$ cat src/rtl/kyber_pkg.sv
// Shared Kyber arithmetic constants for the NTT datapath.
package kyber_pkg;

  localparam int unsigned KYBER_Q    = 3329;
  // floor(2^BARRETT_K / KYBER_Q)
  localparam int unsigned BARRETT_MU = 5039;
  localparam int unsigned BARRETT_K  = 24;
  localparam int unsigned COEFF_W    = 12;
  // Width of a 12x12 product
  localparam int unsigned PROD_W     = 2 * COEFF_W;
  // Partial remainder width: holds values in [0, 2q)
  localparam int unsigned RED_W      = COEFF_W + 1;
  // Width of the Barrett quotient estimate
  localparam int unsigned QH_W       = 13;

endpackage

$ cat src/rtl/cond_sub_q.sv
// Final correction: maps r in [0, 2q) to r mod q with one compare-subtract.
module cond_sub_q
  import kyber_pkg::*;
(
  input  logic [RED_W-1:0]   r_in,
  output logic [COEFF_W-1:0] z_out
);

  logic             borrow;
  logic [RED_W-1:0] diff;

  // Subtract q one bit wider; the borrow selects the unreduced value.
  always_comb begin
    {borrow, diff} = {1'b0, r_in} - (RED_W + 1)'(KYBER_Q);
    z_out          = COEFF_W'(borrow ? r_in : diff);
  end

endmodule

$ cat src/rtl/modular_mul_barrett.sv
// Pipelined z = (a*b) mod 3329 with constant Barrett reduction and valid/ready streaming.
// Optional macro MODMUL_OUT_REG_EN adds a register after the final correction (latency 4).
module modular_mul_barrett
  import kyber_pkg::*;
#(
  parameter int unsigned data_width = 12,
  parameter int unsigned TAG_WIDTH  = 8
) (
  input  logic                  clk,
  input  logic                  rst,
  input  logic                  in_valid,
  output logic                  in_ready,
  input  logic [data_width-1:0] a_in,
  input  logic [data_width-1:0] b_in,
  input  logic [TAG_WIDTH-1:0]  tag_in,
  output logic                  out_valid,
  input  logic                  out_ready,
  output logic [data_width-1:0] z_out,
  output logic [TAG_WIDTH-1:0]  tag_out
);

  logic stall;
  logic adv;

  // Stage 1: full product
  logic                 s1_valid_q;
  logic [PROD_W-1:0]    s1_p_q;
  logic [TAG_WIDTH-1:0] s1_tag_q;
  logic [PROD_W-1:0]    s1_p_d;

  // Stage 2: quotient estimate; only the low product bits survive since r < 2^RED_W
  logic                 s2_valid_q;
  logic [RED_W-1:0]     s2_p_q;
  logic [QH_W-1:0]      s2_qh_q;
  logic [TAG_WIDTH-1:0] s2_tag_q;
  logic [QH_W-1:0]      s2_qh_d;

  // Stage 3: partial remainder in [0, 2q)
  logic                 s3_valid_q;
  logic [RED_W-1:0]     s3_r_q;
  logic [TAG_WIDTH-1:0] s3_tag_q;
  logic [RED_W-1:0]     s3_qm_lo;
  logic [RED_W-1:0]     s3_r_d;

  logic [COEFF_W-1:0]   z_red;

  // Global enable: a held output freezes every stage, bubbles included.
  always_comb begin
    adv = ~stall;
  end

  // Datapath arithmetic for each stage input
  always_comb begin
    s1_p_d   = PROD_W'(a_in) * PROD_W'(b_in);
    s2_qh_d  = QH_W'((37'(s1_p_q) * 37'(BARRETT_MU)) >> BARRETT_K);
    // Exact result is below 2^RED_W, so modulo-2^RED_W arithmetic suffices.
    s3_qm_lo = s2_qh_q * RED_W'(KYBER_Q);
    s3_r_d   = s2_p_q - s3_qm_lo;
  end

  // Stage 1 register
  always_ff @(posedge clk or posedge rst) begin
    if (rst) begin
      s1_valid_q <= 1'b0;
      s1_p_q     <= '0;
      s1_tag_q   <= '0;
    end else if (adv) begin
      s1_valid_q <= in_valid;
      s1_p_q     <= s1_p_d;
      s1_tag_q   <= tag_in;
    end
  end

  // Stage 2 register
  always_ff @(posedge clk or posedge rst) begin
    if (rst) begin
      s2_valid_q <= 1'b0;
      s2_p_q     <= '0;
      s2_qh_q    <= '0;
      s2_tag_q   <= '0;
    end else if (adv) begin
      s2_valid_q <= s1_valid_q;
      s2_p_q     <= s1_p_q[RED_W-1:0];
      s2_qh_q    <= s2_qh_d;
      s2_tag_q   <= s1_tag_q;
    end
  end

  // Stage 3 register
  always_ff @(posedge clk or posedge rst) begin
    if (rst) begin
      s3_valid_q <= 1'b0;
      s3_r_q     <= '0;
      s3_tag_q   <= '0;
    end else if (adv) begin
      s3_valid_q <= s2_valid_q;
      s3_r_q     <= s3_r_d;
      s3_tag_q   <= s2_tag_q;
    end
  end

  cond_sub_q u_cond_sub_q (
    .r_in  (s3_r_q),
    .z_out (z_red)
  );

`ifdef MODMUL_OUT_REG_EN
  logic                 s4_valid_q;
  logic [COEFF_W-1:0]   s4_z_q;
  logic [TAG_WIDTH-1:0] s4_tag_q;

  // Output register after the correction
  always_ff @(posedge clk or posedge rst) begin
    if (rst) begin
      s4_valid_q <= 1'b0;
      s4_z_q     <= '0;
      s4_tag_q   <= '0;
    end else if (adv) begin
      s4_valid_q <= s3_valid_q;
      s4_z_q     <= z_red;
      s4_tag_q   <= s3_tag_q;
    end
  end

  // Output drive and handshake
  always_comb begin
    out_valid = s4_valid_q;
    z_out     = data_width'(s4_z_q);
    tag_out   = s4_tag_q;
    stall     = out_valid & ~out_ready;
    in_ready  = ~stall;
  end
`else
  // Output drive and handshake
  always_comb begin
    out_valid = s3_valid_q;
    z_out     = data_width'(z_red);
    tag_out   = s3_tag_q;
    stall     = out_valid & ~out_ready;
    in_ready  = ~stall;
  end
`endif

endmodule
$ cat config.mk
export PLATFORM = sky130hd
export DESIGN_NAME = modular_mul_barrett
export DESIGN_NICKNAME = d
export VERILOG_FILES = /design/src/rtl/kyber_pkg.sv /design/src/rtl/cond_sub_q.sv /design/src/rtl/modular_mul_barrett.sv
export SDC_FILE = /design/constraint.sdc
export NUM_CORES = 1
export LEC_CHECK = 0
export BUFFER_PORTS_ARGS = -buffer_cell sky130_fd_sc_hd__buf_2
export CAP_MARGIN = 30
export CORE_ASPECT_RATIO = 1.75
export CORE_MARGIN = 4
export CORE_UTILIZATION = 60
export CTS_BUF_LIST = sky130_fd_sc_hd__clkbuf_4
export DETAILED_ROUTE_END_ITERATION = 8
export PLACE_DENSITY = 0.81
export SLEW_MARGIN = 40
export SYNTH_ARGS = -nofsm -noshare
export SYNTH_HDL_FRONTEND = slang
export SYNTH_SLANG_ARGS = --single-unit
$ cat constraint.sdc
create_clock -name clk -period 11.9 [get_ports clk]
set_input_delay 2.975 -clock clk [delete_from_list [all_inputs] [get_ports clk]]
set_output_delay 2.975 -clock clk [all_outputs]
set_load 0.005 [all_outputs]
### After elaboration in Yosys (flattened, before gate mapping)

Index checks and enable logic that the tools add are counted.

| storage, ports and cells | value |
|---|---|
| register bits | 90 |
| bits of input ports | 36 |
| output and inout bits | 22 |

| cells by class | value |
|---|---|
| add/subtract/negate cells | 2 |
| multiply operators | 3 |
| multiplexer cells | 1 |
| bitwise gates (word level) | 3 |

Operators with widths:

| kind | number |
|---|---|
| $mul 24x13->37 const B | 1 |
| $mul 12x12->24 | 1 |
| $sub 13x12->14 const B | 1 |
| $mul 13x12->13 const B | 1 |
| $sub 13x13->13 | 1 |
| $mux 12 | 1 |
| $not 1->1 | 2 |
| $and 1x1->1 | 1 |

### Longest topological paths before layout

| depth | value |
|---|---|
| word-level depth | 3 |
| depth in mapped cells | 21 |
| gate-level depth less buffers | 20 |

### Hierarchy

From an unflattened synthesis, not the netlist that was laid out.

| unflattened totals | value |
|---|---|
| cells, all modules | 1,553 |
| area, all modules | 14,487.6 um^2 |

By module, submodules not included:

| module | times used | cells an instance | area each (um^2) |
|---|---|---|---|
| modular_mul_barrett | 1 | 1,511 | 14,197.4 |
| cond_sub_q | 1 | 42 | 290.3 |

### Worst setup path after synthesis

Ideal clock, no wire load.

| path | value |
|---|---|
| path type | input to register |
| start | input port a_in[4] |
| end | register s1_p_q[21] |
| library setup time | 0.121 ns |
| arrival time | 7.820 ns |
| slack | 3.959 ns |
| stages on the path | 18 |
| cell sequence | clkbuf_1 nand2_1 fa_1 inv_1 fa_1 fa_1 fa_1 inv_1 fa_1 inv_1 ha_1 a21oi_1 o21ai_1 a2111oi_4 o41ai_2 a21o_1 a211o_1 a22o_1 |

| between the ends | value |
|---|---|
| cells in the longest elaborated chain, start to end | 1 |

Ends and longest elaborated chain:

| element | line | source |
|---|---|---|
| start: declaration | modular_mul_barrett.sv:13 | `input logic [data_width-1:0] a_in,` |
| $mul 12x12->24 | modular_mul_barrett.sv:54 | `s1_p_d = PROD_W'(a_in) * PROD_W'(b_in);` |
| end signal: assignment | modular_mul_barrett.sv:69 | `s1_p_q <= s1_p_d;` |
| end: declaration | modular_mul_barrett.sv:27 | `logic [PROD_W-1:0] s1_p_q;` |

No other way between the ends.
A chain may end at the register's enable or synchronous reset.

### Final worst setup path

| path | value |
|---|---|
| start | input port b_in[8] |
| end | register s1_p_q[23] |

| between the ends | value |
|---|---|
| cells in the longest elaborated chain, start to end | 1 |

Ends and longest elaborated chain:

| element | line | source |
|---|---|---|
| start: declaration | modular_mul_barrett.sv:14 | `input logic [data_width-1:0] b_in,` |
| $mul 12x12->24 | modular_mul_barrett.sv:54 |  |

No other way between the ends.

==> flow_summary.yaml <==
outcome:
  status: "finished with violations"
  violations: "DRC"
clock_tree:
  numCtsBuffers: 9
  clock_latency_ps: 530
  cts_tree: "yes"
  clock_path_buffers: 2
  cts_hold_buf: 0
  cts_sinks: 90
  postCtsSetupBuffers: 0
  cts_root_buf: "clkbuf_4"
  htree_levels: 3
  cts_resized: 0
  clkTransAtPathRegs_ps: 150
yosys:
  synth_compound_area_frac: 0.0798
  synth_top_family_by_area: "adder cells"
  yosys_warnings: 0
  synthCells: 1529
  synth_fp_nets: 2018
  synth_common_cells: "inv_1 (318), nand2_1 (253), fa_1 (233)"
  ys_types: 54
  yosysMostFrequentCell: "inv_1"
  synth_top_area_cell: "fa_1"
  yosys.area_share.simple: 0.128
  synth_edf_count: 0
  synth_fa_ha_area_frac: 0.516
  syn_area_per_cell_um2: 9.40
  synth_area_leaders: "fa_1 (32%), ha_1 (19%), dfrtp_1 (16%)"
  synthMuxAreaShare: 0.00139
  synth_seq_area_share: 0.157
  dominantRegCellSynth: "dfrtp_1"
  synth_xor_area_frac: 0.0232
  async_flop_share: 1.00
  ys_ff_latch: 90
  netlist_area_um2: 14400
  synth_top_area_frac: 0.325
global_route:
  antenna_found_initial: 1
  grt_pass1_vias: 11060
  grt_pass1_wl_um: 51300
  grt_overflow: 0
  grt_max_degree: 94
  track_usage: 0.241
floorplan:
  dieWidth_um: 125
  die-height_um: 213
  core_um2: 23500
  initial_core_util: 0.611
  dieArea_um2: 26600
  rows: 74
  io_pins: 58
sta:
  tightest_slew_ps: 685
  slew_violations: 0
  hold_viol: 0
  final.setup.tns_ps: 0
  finalSetupViolCount: 0
  max_clock_freq_ghz: 0.130
  rsz0062_at_grt: "no"
  finClkSkew_ps: 18.8
  slew-limit-headroom: 0.543
  min_period_ps: 7710
  fin_crit_sh: 0.648
job:
  cap_violations: 0
critical_path:
  crit_fanout: 12
  startpoint_type: "input port"
  critPathRequiredTime_ps: 12300
  path_class: "in -> reg"
  worstSetupEndpointType: "flop"
  arrival_ps: 8110
cells_and_area:
  fin_nets: 2045
  fillers: 1986
  syn_to_final_growth_pct: 4.75
  drive_above_1_share: 0.0577
routing:
  wl_um: 30300
  drc: 1
  drtAntennaViolNets: 0
  drtPass1Iterations: 7
  via_count: 10214
  vias_per_cell: 5.47
  drtIter0Drc: 364
  routedWlPerCell_um: 16.2
placement:
  globalplace.congestion: 0.948
  place.port_buffers: 57
  post-dp-hpwl_um: 25600
min_path:
  hold_path.class: "reg -> reg"
flip-flops by register name, indices dropped and copies added (netlist names):
| signal | flops |
|---|---|
| out_valid | 1 |
| s1_p_q | 24 |
| s1_tag_q | 8 |
| s1_valid_q | 1 |
| s2_p_q | 13 |
| s2_qh_q | 13 |
| s2_tag_q | 8 |
| s2_valid_q | 1 |
| s3_r_q | 13 |
| tag_out | 8 |
logic make-up after synthesis:
family,Yosys count
flops,90
buf+inv,363
compound gates,169
fa+ha+maj,453
simple gates,414
mux,2
xor+xnor,38
worst paths after layout:
| path | startpoint | cells after the start | slack, ps | end |
|---|---|---|---|---|
| worst max-delay path | b_in[8] | 18 | 4190 | s1_p_q[23] |
| worst min-delay path | s2_valid_q | 2 | 480 | s2_valid_q |
| worst max register to register | s1_p_q[10] | 16 | 6180 | s2_qh_q[10] |
| worst min register to register | s2_valid_q | 2 | 480 | s2_valid_q |
| max in group asynchronous | rst | 3 | 8300 | s1_p_q[12] |
| min in group asynchronous | rst | 2 | 2490 | s2_tag_q[6] |
final cells by class:
class	instances	area, um^2	area share
inverters	318	1190	0.0794
repair buffers	61	319	0.0212
well taps	304	380	0.0253
multi-input cells	1076	10800	0.715
diodes	1	2.50	0.000166
clock inverters	6	66.3	0.00441
flip-flops and latches	90	2250	0.150
clock buffers	10	75.1	0.00499
stage by stage:
step                std cells  hold slack (ps)  area [um^2]  setup WS (ps)  utilization
floorplan                1529              430        14400           3960            -
global placement         1849              440        14900           3680        0.634
detailed placement       1849              449        14900           3640        0.634
CTS                      1865              482        15100           4230        0.640
global route             1866              505        15100           3870        0.640
finish                   1866              477        15100           4190        0.640
placed cells by master, fill, tap and decap left out, drive strengths merged, types with 5 or more instances in the layout:
master  count
nor2       40
a211oi     13
xnor2      28
nand2b      5
nand3      16
and3        7
xor2       10
a21o       13
and2       48
dfrtp      90
nor3b       6
nor3       16
o21ai      38
nand2     253
inv       318
buf        61
ha        220
o31ai      15
a21boi      6
clkbuf     10
a21oi      39
fa        233
o21a       16
layer usage:
| layer | up-vias | track usage | wire length [um] |
|---|---|---|---|
| met5 | - | 0 | 0 |
| met4 | 0 | 0.107 | 1290 |
| met3 | 76 | 0.0263 | 686 |
| met2 | 186 | 0.486 | 17700 |
| met1 | 5122 | 0.245 | 10600 |
| li1 | 4830 | - | - |
critical path: stages:
cell,delay [ps]
buf_2,240
nand2_1,120
fa_1,540
inv_1,50
fa_1,490
fa_1,520
fa_1,550
inv_1,60
fa_1,520
inv_1,40
ha_1,330
a21oi_1,220
o21ai_1,170
a2111oi_4,470
o41ai_2,180
a211oi_1,310
mux2i_1,220
o211ai_1,110
Power is left out: the tool's default activity adds up to more than one toggle a clock period on the data nets, which glitch-free logic cannot reach.
